--- src/rtl/fnd_scan_driver.sv ---
// 8-digit FND scan driver: sequential double-dabble of an 8-bit value into 3 BCD digits, shown on the 3 rightmost digits.
// Optional macro FND_LEADING_ZERO_BLANK_EN blanks leading zeros on the hundreds/tens digits.
module fnd_scan_driver #(
  parameter int SCAN_DIV = 1000
) (
  input  logic       clk,
  input  logic       rst,
  input  logic [7:0] display_money_bin,
  output logic       conv_busy,
  output logic [7:0] seg_com,
  output logic [7:0] seg_array
);

  localparam int PW = (SCAN_DIV > 1) ? $clog2(SCAN_DIV) : 1;
  localparam logic [PW-1:0] PRESC_MAX = PW'(SCAN_DIV - 1);

  typedef enum logic [1:0] {IDLE, SHIFT, LOAD} state_t;

  state_t        state_reg;
  logic [7:0]    sampled_reg;
  logic [7:0]    bin_reg;
  logic [11:0]   work_bcd_reg;
  logic [2:0]    shift_cnt_reg;
  logic [11:0]   disp_bcd_reg;
  logic [PW-1:0] presc_reg;
  logic [2:0]    idx_reg;
  logic [11:0]   adj_bcd;
  logic [7:0]    digit_pattern;

  // Add-3 correction on each BCD nibble before the shift
  genvar gi;
  generate
    for (gi = 0; gi < 3; gi++) begin : g_adj
      assign adj_bcd[gi*4 +: 4] = (work_bcd_reg[gi*4 +: 4] >= 4'd5) ?
                                  work_bcd_reg[gi*4 +: 4] + 4'd3 :
                                  work_bcd_reg[gi*4 +: 4];
    end
  endgenerate

  always_ff @(posedge clk or negedge rst) begin
    if (!rst) begin
      state_reg     <= IDLE;
      sampled_reg   <= 8'd0;
      bin_reg       <= 8'd0;
      work_bcd_reg  <= 12'd0;
      shift_cnt_reg <= 3'd0;
      disp_bcd_reg  <= 12'd0;
      conv_busy     <= 1'b0;
    end else begin
      case (state_reg)
        IDLE: begin
          if (display_money_bin != sampled_reg) begin
            sampled_reg   <= display_money_bin;
            bin_reg       <= display_money_bin;
            work_bcd_reg  <= 12'd0;
            shift_cnt_reg <= 3'd0;
            conv_busy     <= 1'b1;
            state_reg     <= SHIFT;
          end
        end
        SHIFT: begin
          {work_bcd_reg, bin_reg} <= {adj_bcd, bin_reg} << 1;
          shift_cnt_reg <= shift_cnt_reg + 3'd1;
          if (shift_cnt_reg == 3'd7) begin
            state_reg <= LOAD;
          end
        end
        LOAD: begin
          // All three digits move together so the display never shows a partial result
          disp_bcd_reg <= work_bcd_reg;
          conv_busy    <= 1'b0;
          state_reg    <= IDLE;
        end
        default: begin
          conv_busy <= 1'b0;
          state_reg <= IDLE;
        end
      endcase
    end
  end

  function automatic logic [7:0] seg_decode(input logic [3:0] d);
    case (d)
      4'd0:    return 8'hFC;
      4'd1:    return 8'h60;
      4'd2:    return 8'hDA;
      4'd3:    return 8'hF2;
      4'd4:    return 8'h66;
      4'd5:    return 8'hB6;
      4'd6:    return 8'hBE;
      4'd7:    return 8'hE0;
      4'd8:    return 8'hFE;
      4'd9:    return 8'hF6;
      default: return 8'h00;
    endcase
  endfunction

  always_comb begin
    digit_pattern = 8'h00;
    case (idx_reg)
      3'd0: digit_pattern = seg_decode(disp_bcd_reg[3:0]);
`ifdef FND_LEADING_ZERO_BLANK_EN
      3'd1: digit_pattern = (disp_bcd_reg[11:4] == 8'd0) ? 8'h00 : seg_decode(disp_bcd_reg[7:4]);
      3'd2: digit_pattern = (disp_bcd_reg[11:8] == 4'd0) ? 8'h00 : seg_decode(disp_bcd_reg[11:8]);
`else
      3'd1: digit_pattern = seg_decode(disp_bcd_reg[7:4]);
      3'd2: digit_pattern = seg_decode(disp_bcd_reg[11:8]);
`endif
      default: digit_pattern = 8'h00;
    endcase
  end

  always_ff @(posedge clk or negedge rst) begin
    if (!rst) begin
      presc_reg <= '0;
      idx_reg   <= 3'd0;
      seg_com   <= 8'hFF;
      seg_array <= 8'h00;
    end else begin
      if (presc_reg == PRESC_MAX) begin
        presc_reg <= '0;
        idx_reg   <= idx_reg + 3'd1;
      end else begin
        presc_reg <= presc_reg + PW'(1);
      end
      seg_com   <= ~(8'b1 << idx_reg);
      seg_array <= digit_pattern;
    end
  end

endmodule

--- config.mk ---
export PLATFORM = sky130hd
export DESIGN_NAME = fnd_scan_driver
export DESIGN_NICKNAME = d
export VERILOG_FILES = /design/src/rtl/fnd_scan_driver.sv
export SDC_FILE = /design/constraint.sdc
export NUM_CORES = 1
export LEC_CHECK = 0
export CELL_PAD_IN_SITES_DETAIL_PLACEMENT = 1
export CELL_PAD_IN_SITES_GLOBAL_PLACEMENT = 2
export CORE_UTILIZATION = 35
export CTS_CLUSTER_DIAMETER = 30
export DETAILED_ROUTE_END_ITERATION = 10
export GPL_TIMING_DRIVEN = 0
export HOLD_SLACK_MARGIN = 0.08
export PLACE_DENSITY = 0.81
export RECOVER_POWER = 25
export SLEW_MARGIN = 10
export SYNTH_ARGS = -nofsm -noshare
export SYNTH_HDL_FRONTEND = slang
export SYNTH_SLANG_ARGS = --single-unit
--- constraint.sdc ---
create_clock -name clk -period 1.9 [get_ports clk]
set_clock_uncertainty 0.15 [all_clocks]
set_input_delay 0.38 -clock clk [delete_from_list [all_inputs] [get_ports clk]]
set_output_delay 0.38 -clock clk [all_outputs]
set_load 0.05 [all_outputs]
==> results of run 1 <==
## worst reg2reg max path, cell delays in order, from the launching register on
cell,delay (ns)
sky130_fd_sc_hd__dfrtp_1,0.41
sky130_fd_sc_hd__xnor2_1,0.17
sky130_fd_sc_hd__nand4_1,0.18
sky130_fd_sc_hd__buf_4,0.20
sky130_fd_sc_hd__o21ai_4,0.15
sky130_fd_sc_hd__buf_4,0.17
sky130_fd_sc_hd__mux2_2,0.33
## placed cells by master (no fill, tap or decap), types with 9 or more instances in the layout
| cell type | count |
|---|---|
| sky130_fd_sc_hd__clkbuf_8 | 10 |
| sky130_fd_sc_hd__xnor2_1 | 17 |
| sky130_fd_sc_hd__nor2_1 | 18 |
| sky130_fd_sc_hd__buf_4 | 14 |
| sky130_fd_sc_hd__o21ai_0 | 26 |
| sky130_fd_sc_hd__a21oi_1 | 9 |
| sky130_fd_sc_hd__ha_1 | 28 |
| sky130_fd_sc_hd__mux2_2 | 16 |
| sky130_fd_sc_hd__clkbuf_1 | 12 |
| sky130_fd_sc_hd__dlygate4sd2_1 | 16 |
| sky130_fd_sc_hd__nand2b_1 | 10 |
| sky130_fd_sc_hd__clkbuf_2 | 9 |
| sky130_fd_sc_hd__dfrtp_1 | 66 |
| sky130_fd_sc_hd__inv_1 | 24 |
| sky130_fd_sc_hd__a221o_1 | 9 |
| sky130_fd_sc_hd__nand2_1 | 32 |
## layer usage
layer  track usage, %  vias to the layer above  wire [um]
li1                 -                     1324          -
met1            18.44                     1332       3583
met2            25.46                       35       3859
met3            4.598                        8        252
met4            4.563                        0        103
met5                0                        -          0
## worst max-delay path by stage
stage                       end  slack [ns]  cells after the start
2_1_floorplan        idx_reg[1]        0.03                      6
3_3_place_gp       seg_array[6]       -2.22                      1
3_5_place_dp   shift_cnt_reg[0]       -0.53                      5
4_1_cts              seg_com[6]      0.0001                      1
5_1_grt              bin_reg[5]       -0.03                      6
6_report         sampled_reg[6]        0.04                      6
## cell type report
class,count,area [um^2]
Inverter,25,93.84
Timing Repair Buffer,43,345.3
Sequential cell,74,1862
Clock inverter,5,77.57
Tap cell,136,170.2
Buffer,15,77.57
Fill cell,1185,5804
Clock buffer,11,141.4
Multi-Input combinational cell,242,1844
## power groups by stage
stage               clock network (mW)  registers (mW)  logic (mW)
CTS                               1.40            2.44        2.82
finish                            1.36            2.44        2.93
global route                      1.47            2.52        3.27
global placement                     0            2.44        2.68
floorplan                            0            2.64        1.84
detailed placement                   0            2.46        2.76
## cells by family (layout without fill, tap and decap cells)
group | Yosys count | after routing
and+or+nand+nor | 90 | 90
DFF | 74 | 74
muxes | 22 | 22
xor gates and xnor gates | 24 | 24
adders and majority gates | 30 | 30
other | 1 | 1
buffers and inverters | 41 | 99
AOI/OAI and AO/OA | 75 | 75
## metrics by stage
| step | hold slack [ns] | setup slack (ns) |
|---|---|---|
| 2_1_floorplan | -0.06559 | 0.03035 |
| 3_3_place_gp | 0.3241 | -2.219 |
| 3_5_place_dp | 0.1753 | -0.5284 |
| 4_1_cts | 0.2882 | 0.0001393 |
| 5_1_grt | 0.3029 | -0.03440 |
| 6_report | 0.3074 | 0.04085 |
## timing repair
action	in CTS	in global routing
hold endpoints to repair	18	0
endpoints found under the setup margin	38	48
buffers inserted	9	7
gates resized for setup	39	20
pin swaps	3	7
hold buffers	1	0
==> impl_table.tex, run 1 <==
\begin{tabular}{lr}
\hline
Metric & Value \\
\hline
\multicolumn{2}{l}{\textbf{Run status}} \\
\quad Run status & complete, no violations \\
\multicolumn{2}{l}{\textbf{Synth}} \\
\quad Post-synthesis adder-cell area fraction & under 10\% \\
\quad Commonest cells in the netlist & sky130\_fd\_sc\_hd\_\_dfrtp\_1, sky130\_fd\_sc\_hd\_\_nand2\_1, sky130\_fd\_sc\_hd\_\_ha\_1, sky130\_fd\_sc\_hd\_\_o21ai\_0, sky130\_fd\_sc\_hd\_\_inv\_1 \\
\quad Share of synthesized area spent on multiplexers & $\sim$6.4\% \\
\quad Main combinational cell family by area after synthesis & compound AO/OA/AOI/OAI gates \\
\quad Avg Synthesized Cell Area & approximately 11 um\^{}2 \\
\quad Flops \& latches, synth & 74 \\
\quad Async S/R FF share, synth & 100.0\% \\
\quad Synth area leader & sky130\_fd\_sc\_hd\_\_dfrtp\_1 \\
\quad Fraction of the mapped netlist area in compound gates & 12.96\% \\
\quad Xor-xnor portion of the synthesized cell area & between 5 and 6\% \\
\quad Number of distinct standard cells referenced by the synthesized netlist & 43 \\
\quad Sequential fraction of the synthesis area & around half \\
\quad Dominant register cell in the synthesized netlist & sky130\_fd\_sc\_hd\_\_dfrtp\_1 \\
\quad Synthesized netlist cell count & 357 \\
\quad Fraction of synthesized cell area taken by the top area cell type & 43.44\% \\
\quad Leading cell types by total area after synthesis & sky130\_fd\_sc\_hd\_\_dfrtp\_1, sky130\_fd\_sc\_hd\_\_ha\_1, sky130\_fd\_sc\_hd\_\_dfstp\_2, sky130\_fd\_sc\_hd\_\_mux2\_2, sky130\_fd\_sc\_hd\_\_xnor2\_1 \\
\quad Synthesis Warnings & 0 \\
\quad Post-synth design cell area & 0.003802 mm\^{}2 \\
\quad Synth Area in Simple Gates & approximately an eighth \\
\quad Number of flops mapped to enable cells by yosys & 0 \\
\quad Library cell with the highest instance count after synthesis & sky130\_fd\_sc\_hd\_\_dfrtp\_1 \\
\quad Number of nets produced by synthesis & 397 \\
\multicolumn{2}{l}{\textbf{Setup path}} \\
\quad Critical path launch point & sampled\_reg[2] \\
\quad Buf/Inv on CP & 2 \\
\quad Cell occurring most often along the worst timing path & sky130\_fd\_sc\_hd\_\_buf\_4 \\
\quad CP delay by family, top & flip-flops \\
\quad Critical Path AT & roughly 2.0 ns \\
\quad Source of the worst register-to-register timing path & sampled\_reg[2] \\
\quad Register-to-Register Setup Slack & 0.04 ns \\
\quad Maximum fanout count along the critical path & 4 \\
\quad Sort of element at the start of the critical path & flop \\
\quad Cells along the critical path & xnor2\_1, nand4\_1, buf\_4, o21ai\_4, buf\_4, mux2\_2 \\
\quad Path type of the worst setup path & reg2reg \\
\quad Crit Reg-Reg Endpoint & sampled\_reg[6] \\
\quad Element type at the critical path end & flop \\
\quad R2r worst-path depth & 6 \\
\quad Required time at the endpoint of the critical path & a little under 2 ns \\
\quad Cell with the largest stage delay on the worst path & sky130\_fd\_sc\_hd\_\_dfrtp\_1 \\
\quad Crit-path max cell delay & roughly 0.4 ns \\
\multicolumn{2}{l}{\textbf{Power and ir drop}} \\
\quad Clock network fraction of total power & between 20 and 25\% \\
\quad Power Density & $\sim$1500 mW/mm\^{}2 \\
\quad Flop pwr share & a little over a third \\
\quad Static leakage & 2.009 nW \\
\quad Switching power as a share of total power & 38.05\% \\
\quad P\_sw & around 2.6 mW \\
\quad Power Internal & 4.168 mW \\
\quad Relative contribution of combinational cells to total power & 43.5\% \\
\quad Total chip power & about 6.7 mW \\
\quad Worst IR Drop VDD & between 0.0005 and 0.0006 V \\
\multicolumn{2}{l}{\textbf{Route}} \\
\quad DR DRC count & 0 \\
\quad Via count of the routed design & around 2700 \\
\quad Final routed wirelength across all metal layers & approximately 7.8 mm \\
\quad Drt first-iter violations & between 90 and 100 \\
\quad Average routed wire per standard cell & roughly 14 um \\
\quad Pre-antenna DRT Iters & 4 \\
\quad Remaining number of nets flagged by the antenna check after routing & 0 \\
\quad Ratio of routed vias to standard cells & around 5 \\
\multicolumn{2}{l}{\textbf{Hold path}} \\
\quad Critical hold path startpoint & display\_money\_bin[4] \\
\quad Class of the most critical hold timing path & in2reg \\
\quad Hold Path Depth & 2 \\
\quad Hold Crit Endpoint & sampled\_reg[4] \\
\multicolumn{2}{l}{\textbf{Cells and area}} \\
\quad Final standard cell count with taps included and fillers excluded & 551 \\
\quad Final standard cell area without fillers & roughly 0.0046 mm\^{}2 \\
\quad Number of nets in the layout & 450 \\
\quad Post-layout util & roughly 44\% \\
\quad Diodes inserted & 0 \\
\quad Area delta synth->final & 21.29\% \\
\quad Layout cells sized above 1 & approximately 20\% \\
\multicolumn{2}{l}{\textbf{Run}} \\
\quad Total of max-cap violations & 0 \\
\multicolumn{2}{l}{\textbf{Global route}} \\
\quad Leftover overflow at the end of global routing & 0 \\
\quad Maximum number of pins on one net before global-route repair & 49 \\
\quad GRT Util Overall & between 15 and 20\% \\
\quad First-pass GRT wire length & approximately 13 mm \\
\quad Via count of the first global-routing pass & roughly 2800 \\
\quad Antenna violations before repair & 0 \\
\multicolumn{2}{l}{\textbf{Timing}} \\
\quad Maximum achievable frequency & 537.9 MHz \\
\quad Tmin final & 1.859 ns \\
\quad Number of setup violations in the final report & 0 \\
\quad Final worst path period share & 97.85\% \\
\quad Tightest slew margin relative to the limit & between 50\% and 60\% \\
\quad Setup TNS & 0 ns \\
\quad Worst slew pin tran & 0.6779 ns \\
\quad Count of final hold-check violations & 0 \\
\quad Fin. max-slew vios & 0 \\
\multicolumn{2}{l}{\textbf{CTS}} \\
\quad Reg clk slew, reported paths & about 0.080 ns \\
\quad Maximum level of the CTS H-tree & 3 \\
\quad Clock Latency Late Sink & 0.35 ns \\
\quad Sink Count & 74 \\
\quad Number of buffers on the longest clock path & 2 \\
\quad Num CTS Buffers & 9 \\
\quad Clock tree from TritonCTS & yes \\
\quad Cell at the root of the clock tree & sky130\_fd\_sc\_hd\_\_clkbuf\_8 \\
\multicolumn{2}{l}{\textbf{Floorplan}} \\
\quad Standard cell core area & approximately 0.010 mm\^{}2 \\
\quad Die Ht & between 100 and 150 um \\
\quad Horizontal extent of the die & 106.2 um \\
\quad Overall die area & 0.01128 mm\^{}2 \\
\quad FP Rows & 37 \\
\quad Starting Density & around 37\% \\
\quad Number of primary I/O pins & 27 \\
\multicolumn{2}{l}{\textbf{Placed design}} \\
\quad Placed instance count & $\sim$520 \\
\quad Final HPWL DP & 5.450 mm \\
\quad Weighted congestion reported at the end of routability-driven placement & 0.7443 \\
\quad Placed cell areas & 0.004250 mm\^{}2 \\
\quad Input/output buffers & 25 \\
\hline
\end{tabular}
Note: power is estimated with default switching activity, not from simulation.
==> run 2, diff against run 1 <==
Settings changed: GPL_TIMING_DRIVEN 0 to unset.
==> run 2 against run 1 <==
  * Final cell count shrank 0.18%
  * Setup slack gained 0.048 ns
  * Via count grew 1.0%
  * Core utilization grew 1.7 points
  * Final area grew 3.9%
  * Global-route usage grew 0.82 points
  * Largest cell class unchanged
==> impl_table.tex, run 2 (synthesized netlist as in run 1, its figures left out) <==
\begin{tabular}{lr}
\hline
Metric & Value \\
\hline
\multicolumn{2}{l}{\textbf{Route}} \\
\quad Via count of the routed design & 2726 (+1.0\%) \\
\quad Final routed wirelength across all metal layers & 8.138 mm (+4.3\%) \\
\quad Ratio of routed vias to standard cells & 4.956 (+1.2\%) \\
\quad Pre-antenna DRT Iters & 4 (unchanged) \\
\quad DR DRC count & 0 (unchanged) \\
\quad Average routed wire per standard cell & 14.80 um (+4.5\%) \\
\quad Drt first-iter violations & 66 (-27\%) \\
\quad Remaining number of nets flagged by the antenna check after routing & 0 (unchanged) \\
\multicolumn{2}{l}{\textbf{Cells and area}} \\
\quad Total of fill cells in the finished design & 1162 (-1.9\%) \\
\quad Number of nets in the layout & 449 (-0.22\%) \\
\quad Layout cells sized above 1 & 24.15\% (+3.7 points) \\
\quad Commonest non-fill, non-tap cell in the layout & sky130\_fd\_sc\_hd\_\_dfrtp\_1 \\
\quad Commonest cells after routing, fill and taps aside & sky130\_fd\_sc\_hd\_\_dfrtp\_1, sky130\_fd\_sc\_hd\_\_buf\_4, sky130\_fd\_sc\_hd\_\_nand2\_1, sky130\_fd\_sc\_hd\_\_ha\_1, sky130\_fd\_sc\_hd\_\_o21ai\_0 \\
\quad Post-layout util & 46.01\% (+1.7 points) \\
\quad Area delta synth->final & 26.03\% \\
\quad Diodes inserted & 0 (unchanged) \\
\multicolumn{2}{l}{\textbf{Timing}} \\
\quad RSZ-0062 raised after global routing & true \\
\quad Count of final hold-check violations & 0 (unchanged) \\
\quad Tmin final & 1.811 ns (-0.04826 ns) \\
\quad Maximum achievable frequency & 552.2 MHz (+2.7\%) \\
\quad Tightest slew margin relative to the limit & 57.51\% (+2.7 points) \\
\quad Fin. max-slew vios & 0 (unchanged) \\
\quad Setup TNS & 0 ns (unchanged) \\
\quad Number of setup violations in the final report & 0 (unchanged) \\
\quad Worst slew pin tran & 0.6373 ns (-0.04057 ns) \\
\quad Final worst path period share & 95.31\% (-2.5 points) \\
\multicolumn{2}{l}{\textbf{Hold path}} \\
\quad Class of the most critical hold timing path & in2reg \\
\multicolumn{2}{l}{\textbf{Power and ir drop}} \\
\quad Total chip power & 7.059 mW (+4.9\%) \\
\quad Worst IR Drop VDD & 0.0007416 V (+31\%) \\
\quad Static leakage & 2.189 nW (+9.0\%) \\
\quad Power Density & 1473 mW/mm\^{}2 (+0.98\%) \\
\multicolumn{2}{l}{\textbf{Floorplan}} \\
\quad Overall die area & 0.01128 mm\^{}2 (unchanged) \\
\quad Die Ht & 106.2 um (unchanged) \\
\quad FP Rows & 37 (unchanged) \\
\quad Number of primary I/O pins & 27 (unchanged) \\
\quad Starting Density & 36.50\% (unchanged) \\
\quad Horizontal extent of the die & 106.2 um (unchanged) \\
\quad Standard cell core area & 0.01042 mm\^{}2 (unchanged) \\
\multicolumn{2}{l}{\textbf{CTS}} \\
\quad Reg clk slew, reported paths & 0.08 ns (about the same) \\
\quad Sink Count & 74 (unchanged) \\
\quad Cell at the root of the clock tree & sky130\_fd\_sc\_hd\_\_clkbuf\_8 \\
\quad Number of buffers on the longest clock path & 2 (unchanged) \\
\quad Clock Latency Late Sink & 0.34 ns (about the same) \\
\quad Num CTS Buffers & 9 (unchanged) \\
\quad Maximum level of the CTS H-tree & 3 (unchanged) \\
\quad Clock tree from TritonCTS & yes \\
\multicolumn{2}{l}{\textbf{Global route}} \\
\quad Maximum number of pins on one net before global-route repair & 52 (+6.1\%) \\
\quad First-pass GRT wire length & 14.10 mm (+5.9\%) \\
\quad Leftover overflow at the end of global routing & 0 (unchanged) \\
\quad GRT Util Overall & 15.91\% (+0.82 points) \\
\quad Antenna violations before repair & 0 (unchanged) \\
\quad Via count of the first global-routing pass & 2937 (+5.7\%) \\
\quad Met2 track demand over resource & 28.71\% (+3.2 points) \\
\quad Met3 routing resource usage after global routing & 3.495\% (-1.1 points) \\
\quad Met1 track demand over resource in global routing & 18.86\% (+0.42 points) \\
\quad GRT busiest layer & met2 \\
\multicolumn{2}{l}{\textbf{Setup path}} \\
\quad Maximum fanout count along the critical path & 3 (-1) \\
\quad Sort of element at the start of the critical path & flop \\
\quad Path type of the worst setup path & reg2reg \\
\quad Critical Path AT & 1.89 ns (-0.06 ns) \\
\quad Element type at the critical path end & flop \\
\quad Required time at the endpoint of the critical path & 1.98 ns (about the same) \\
\multicolumn{2}{l}{\textbf{Placed design}} \\
\quad Weighted congestion reported at the end of routability-driven placement & 0.7314 (-1.7\%) \\
\quad Final HPWL DP & 5.932 mm (+8.8\%) \\
\quad Input/output buffers & 25 (unchanged) \\
\multicolumn{2}{l}{\textbf{Run}} \\
\quad Total of max-cap violations & 0 (unchanged) \\
\multicolumn{2}{l}{\textbf{Run status}} \\
\quad Run status & complete, no violations \\
\hline
\end{tabular}
==> run 2: cell count changes in the layout (fill, tap and decap cells not counted), sizes merged <==
| cell | before | now |
|---|---|---|
| dlygate4sd2 | 16 | 0 |
| dlymetal6s2s | 0 | 8 |
| clkdlybuf4s15 | 1 | 0 |
| bufinv | 2 | 4 |
| buf | 20 | 46 |
| clkbuf | 31 | 11 |
==> run 2: worst paths after layout <==
check | start | end | slack (ns) | cells after the start
max | presc_reg[1] | idx_reg[1] | 0.09 | 5
min | display_money_bin[2] | bin_reg[2] | 0.30 | 3
max reg2reg | presc_reg[1] | idx_reg[1] | 0.09 | 5
min reg2reg | bin_reg[0] | bin_reg[0] | 0.36 | 1
max in group asynchronous | rst | seg_com[0] | 0.27 | 3
min in group asynchronous | rst | sampled_reg[4] | 0.43 | 2
==> run 2: worst max-delay path, cell delays in order, from the launching register on <==
cell,delay [ns]
sky130_fd_sc_hd__dfrtp_1,0.37
sky130_fd_sc_hd__ha_1,0.17
sky130_fd_sc_hd__and3_1,0.18
sky130_fd_sc_hd__and4bb_2,0.25
sky130_fd_sc_hd__and4_1,0.26
sky130_fd_sc_hd__mux2_1,0.33
==> run 2: metrics by stage <==
step,instances,area (um^2),hold WS (ns),worst slack [ns]
after floorplan,357,3805,-0.06559,0.03035
after global placement,532,4444,0.1553,-0.2782
after detailed placement,532,4444,0.1622,-0.3668
after CTS,549,4735,0.3115,0.007716
after global routing,550,4792,0.2947,-0.03458
final,550,4792,0.2976,0.08910
==> run 2: final cells by class <==
cell class / instances / area (um^2) / share of cell area [%]
well taps: 136 / 170.2 / 3.551
flip-flops and latches: 74 / 1862 / 38.85
clock buffers: 9 / 123.9 / 2.585
inverters: 25 / 93.84 / 1.958
repair buffers: 57 / 583.1 / 12.17
multi-input cells: 242 / 1818 / 37.94
clock inverters: 7 / 141.4 / 2.950
==> run 2: power by group <==
group | total (mW) | internal (mW) | switching (mW) | leakage [nW]
Clock | 1.62 | 1.01 | 0.617 | 0.129
Sequential | 2.54 | 2.08 | 0.461 | 0.900
Combinational | 2.89 | 1.38 | 1.51 | 1.16
Total | 7.06 | 4.47 | 2.59 | 2.19
==> run 2: layer usage <==
| metal | vias to the layer above | share of wire (%) | wire (um) |
|---|---|---|---|
| li1 | 1323 | - | - |
| met3 | 6 | 2.4 | 199 |
| met4 | 0 | 0.97 | 79 |
| met1 | 1361 | 45 | 3689 |
| met5 | - | 0 | 0 |
| met2 | 36 | 51 | 4170 |
==> run 2: repair_timing <==
item                                   in CTS  in global routing
cloned                                      0                  0
setup endpoints to repair                   1                 26
buffers inserted                            0                  1
endpoints found under the hold margin      23                  0
resized for setup                           2                 24
hold buffers                                1                  0
pin swaps                                   1                  7
==> run 3, diff against run 2 <==
Settings changed: SKIP_LAST_GASP set to 1.
==> run 3 against run 2 <==
  * Die area unchanged
  * Largest power group unchanged
  * Final area unchanged
  * Largest cell class unchanged
  * Combinational power about the same
  * Maximum frequency unchanged
  * Final cell count unchanged
  * Sequential cell count unchanged
  * Core utilization unchanged
  * Critical path depth unchanged
  * Sequential share of layout area unchanged
==> impl_table.tex, run 3 (synthesized netlist as in run 1, its figures left out) <==
\begin{tabular}{lr}
\hline
Metric & Value \\
\hline
\multicolumn{2}{l}{\textbf{Run status}} \\
\quad Run status & complete, no violations \\
\multicolumn{2}{l}{\textbf{Route}} \\
\quad Average routed wire per standard cell & 14.80 um (about the same) \\
\quad Remaining number of nets flagged by the antenna check after routing & 0 (unchanged) \\
\quad Ratio of routed vias to standard cells & 4.949 (-0.15\%) \\
\quad DR DRC count & 0 (unchanged) \\
\quad Final routed wirelength across all metal layers & 8.142 mm (about the same) \\
\quad Drt first-iter violations & 55 (-17\%) \\
\quad Via count of the routed design & 2722 (-0.15\%) \\
\quad Pre-antenna DRT Iters & 4 (unchanged) \\
\multicolumn{2}{l}{\textbf{Run}} \\
\quad Total of max-cap violations & 0 (unchanged) \\
\multicolumn{2}{l}{\textbf{CTS}} \\
\quad Sink Count & 74 (unchanged) \\
\quad Maximum level of the CTS H-tree & 3 (unchanged) \\
\quad Clock Latency Late Sink & 0.34 ns (about the same) \\
\quad Reg clk slew, reported paths & 0.08 ns (about the same) \\
\quad Number of buffers on the longest clock path & 2 (unchanged) \\
\quad Num CTS Buffers & 9 (unchanged) \\
\quad Cell at the root of the clock tree & sky130\_fd\_sc\_hd\_\_clkbuf\_8 \\
\quad Clock tree from TritonCTS & yes \\
\multicolumn{2}{l}{\textbf{Global route}} \\
\quad Maximum number of pins on one net before global-route repair & 52 (unchanged) \\
\quad First-pass GRT wire length & 14.10 mm (unchanged) \\
\quad Leftover overflow at the end of global routing & 0 (unchanged) \\
\quad Antenna violations before repair & 0 (unchanged) \\
\quad GRT Util Overall & 15.91\% (unchanged) \\
\quad Via count of the first global-routing pass & 2937 (unchanged) \\
\multicolumn{2}{l}{\textbf{Setup path}} \\
\quad Critical path launch point & presc\_reg[1] \\
\quad Buf/Inv on CP & 0 (unchanged) \\
\quad Path type of the worst setup path & reg2reg \\
\quad CP delay by family, top & simple AND/OR/NAND/NOR gates \\
\quad Sort of element at the start of the critical path & flop \\
\quad Crit-path max cell delay & 0.37 ns (about the same) \\
\quad Cells along the critical path & ha\_1, and3\_1, and4bb\_2, and4\_1, mux2\_1 \\
\quad Critical Path AT & 1.89 ns (about the same) \\
\quad Maximum fanout count along the critical path & 3 (unchanged) \\
\quad Required time at the endpoint of the critical path & 1.98 ns (about the same) \\
\quad Element type at the critical path end & flop \\
\quad Cell with the largest stage delay on the worst path & sky130\_fd\_sc\_hd\_\_dfrtp\_1 \\
\quad Source of the worst register-to-register timing path & presc\_reg[1] \\
\multicolumn{2}{l}{\textbf{Timing}} \\
\quad RSZ-0062 raised after global routing & true \\
\quad Tightest slew margin relative to the limit & 57.51\% (about the same) \\
\quad Final worst path period share & 95.31\% (about the same) \\
\quad Tmin final & 1.811 ns (+0.0000002000 ns) \\
\quad Fin. max-slew vios & 0 (unchanged) \\
\quad Maximum achievable frequency & 552.2 MHz (unchanged) \\
\quad Worst slew pin tran & 0.6373 ns (+0.000003695 ns) \\
\quad Number of setup violations in the final report & 0 (unchanged) \\
\quad Final WS setup & 0.08910 ns (-0.0000002000 ns) \\
\quad Count of final hold-check violations & 0 (unchanged) \\
\multicolumn{2}{l}{\textbf{Cells and area}} \\
\quad Number of nets in the layout & 449 (unchanged) \\
\quad Commonest non-fill, non-tap cell in the layout & sky130\_fd\_sc\_hd\_\_dfrtp\_1 \\
\quad Final standard cell area without fillers & 0.004792 mm\^{}2 (unchanged) \\
\quad Final standard cell count with taps included and fillers excluded & 550 (unchanged) \\
\quad Diodes inserted & 0 (unchanged) \\
\quad Total of fill cells in the finished design & 1162 (unchanged) \\
\quad Commonest cells after routing, fill and taps aside & sky130\_fd\_sc\_hd\_\_dfrtp\_1, sky130\_fd\_sc\_hd\_\_buf\_4, sky130\_fd\_sc\_hd\_\_nand2\_1, sky130\_fd\_sc\_hd\_\_ha\_1, sky130\_fd\_sc\_hd\_\_o21ai\_0 \\
\quad Layout cells sized above 1 & 24.15\% (unchanged) \\
\quad Area delta synth->final & 26.03\% (unchanged) \\
\multicolumn{2}{l}{\textbf{Floorplan}} \\
\quad Die Ht & 106.2 um (unchanged) \\
\quad Standard cell core area & 0.01042 mm\^{}2 (unchanged) \\
\quad Number of primary I/O pins & 27 (unchanged) \\
\quad Horizontal extent of the die & 106.2 um (unchanged) \\
\quad FP Rows & 37 (unchanged) \\
\quad Starting Density & 36.50\% (unchanged) \\
\quad Overall die area & 0.01128 mm\^{}2 (unchanged) \\
\multicolumn{2}{l}{\textbf{Power and ir drop}} \\
\quad Power Density & 1473 mW/mm\^{}2 (about the same) \\
\quad Worst IR Drop VDD & 0.0007416 V (about the same) \\
\quad Static leakage & 2.189 nW (unchanged) \\
\multicolumn{2}{l}{\textbf{Placed design}} \\
\quad Input/output buffers & 25 (unchanged) \\
\quad Weighted congestion reported at the end of routability-driven placement & 0.7314 (unchanged) \\
\quad Final HPWL DP & 5.932 mm (unchanged) \\
\quad Placed instance count & 532 (unchanged) \\
\quad Placed cell areas & 0.004444 mm\^{}2 (unchanged) \\
\quad Pre-CTS worst setup slack & -0.3668 ns (unchanged) \\
\multicolumn{2}{l}{\textbf{Hold path}} \\
\quad Class of the most critical hold timing path & in2reg \\
\quad Critical hold path startpoint & display\_money\_bin[2] \\
\hline
\end{tabular}
run 3: cell counts in the layout (fill, tap and decap cells not counted):
Identical to the previous run, type by type.
run 3: per-layer routing:
metal	GRT usage, %	vias up	part of all wire (%)
li1	-	1321	-
met1	18.86	1362	45
met2	28.71	33	51
met3	3.495	6	2.3
met4	4.464	0	0.97
met5	0	-	0
run 3: power by group:
| group | switching, mW | internal (mW) |
|---|---|---|
| combinational | 1.51 | 1.38 |
| sequential | 0.461 | 2.08 |
| clock | 0.617 | 1.01 |
run 3: stage by stage:
step / power [mW] / utilization (%) / hold slack (ns) / TNS [ns]
final: 7.060 / 46.01 / 0.2973 / 0
after global routing: 7.601 / 46.01 / 0.2947 / -0.2805
after CTS: 7.065 / 45.45 / 0.3115 / 0
after detailed placement: 5.357 / 42.67 / 0.1622 / -9.108
after global placement: 5.206 / 42.67 / 0.1553 / -6.967
after floorplan: 4.485 / - / -0.06559 / 0
run 3: area by class of cell:
class	count	area [um^2]	share of cell area, %
Clock inverter	7	141.4	2.950
Inverter	25	93.84	1.958
Clock buffer	9	123.9	2.585
Multi-Input combinational cell	242	1818	37.94
Sequential cell	74	1862	38.85
Tap cell	136	170.2	3.551
Timing Repair Buffer	57	583.1	12.17
run 3: worst min-delay path: cells and delay by family:
family / cells / cell delay, ns
buffers and inverters: 2 / 0.25
AO/OA/AOI/OAI: 1 / 0.13
run 3: final timing paths:
| check | to | slack (ns) | cells after the start |
|---|---|---|---|
| hold reg to reg | bin_reg[0] | 0.36 | 1 |
| min in group asynchronous | sampled_reg[5] | 0.43 | 2 |
| setup reg to reg | idx_reg[1] | 0.09 | 5 |
| hold / removal | bin_reg[2] | 0.30 | 3 |
| setup / recovery | idx_reg[1] | 0.09 | 5 |
| max in group asynchronous | seg_com[0] | 0.27 | 3 |
run 3: repair_timing:
action,4_1_cts,5_1_grt
pin swaps,1,7
endpoints found under the hold margin,23,0
setup buffers,0,1
gates resized for setup,2,24
hold buffers,1,0
endpoints found under the setup margin,1,26
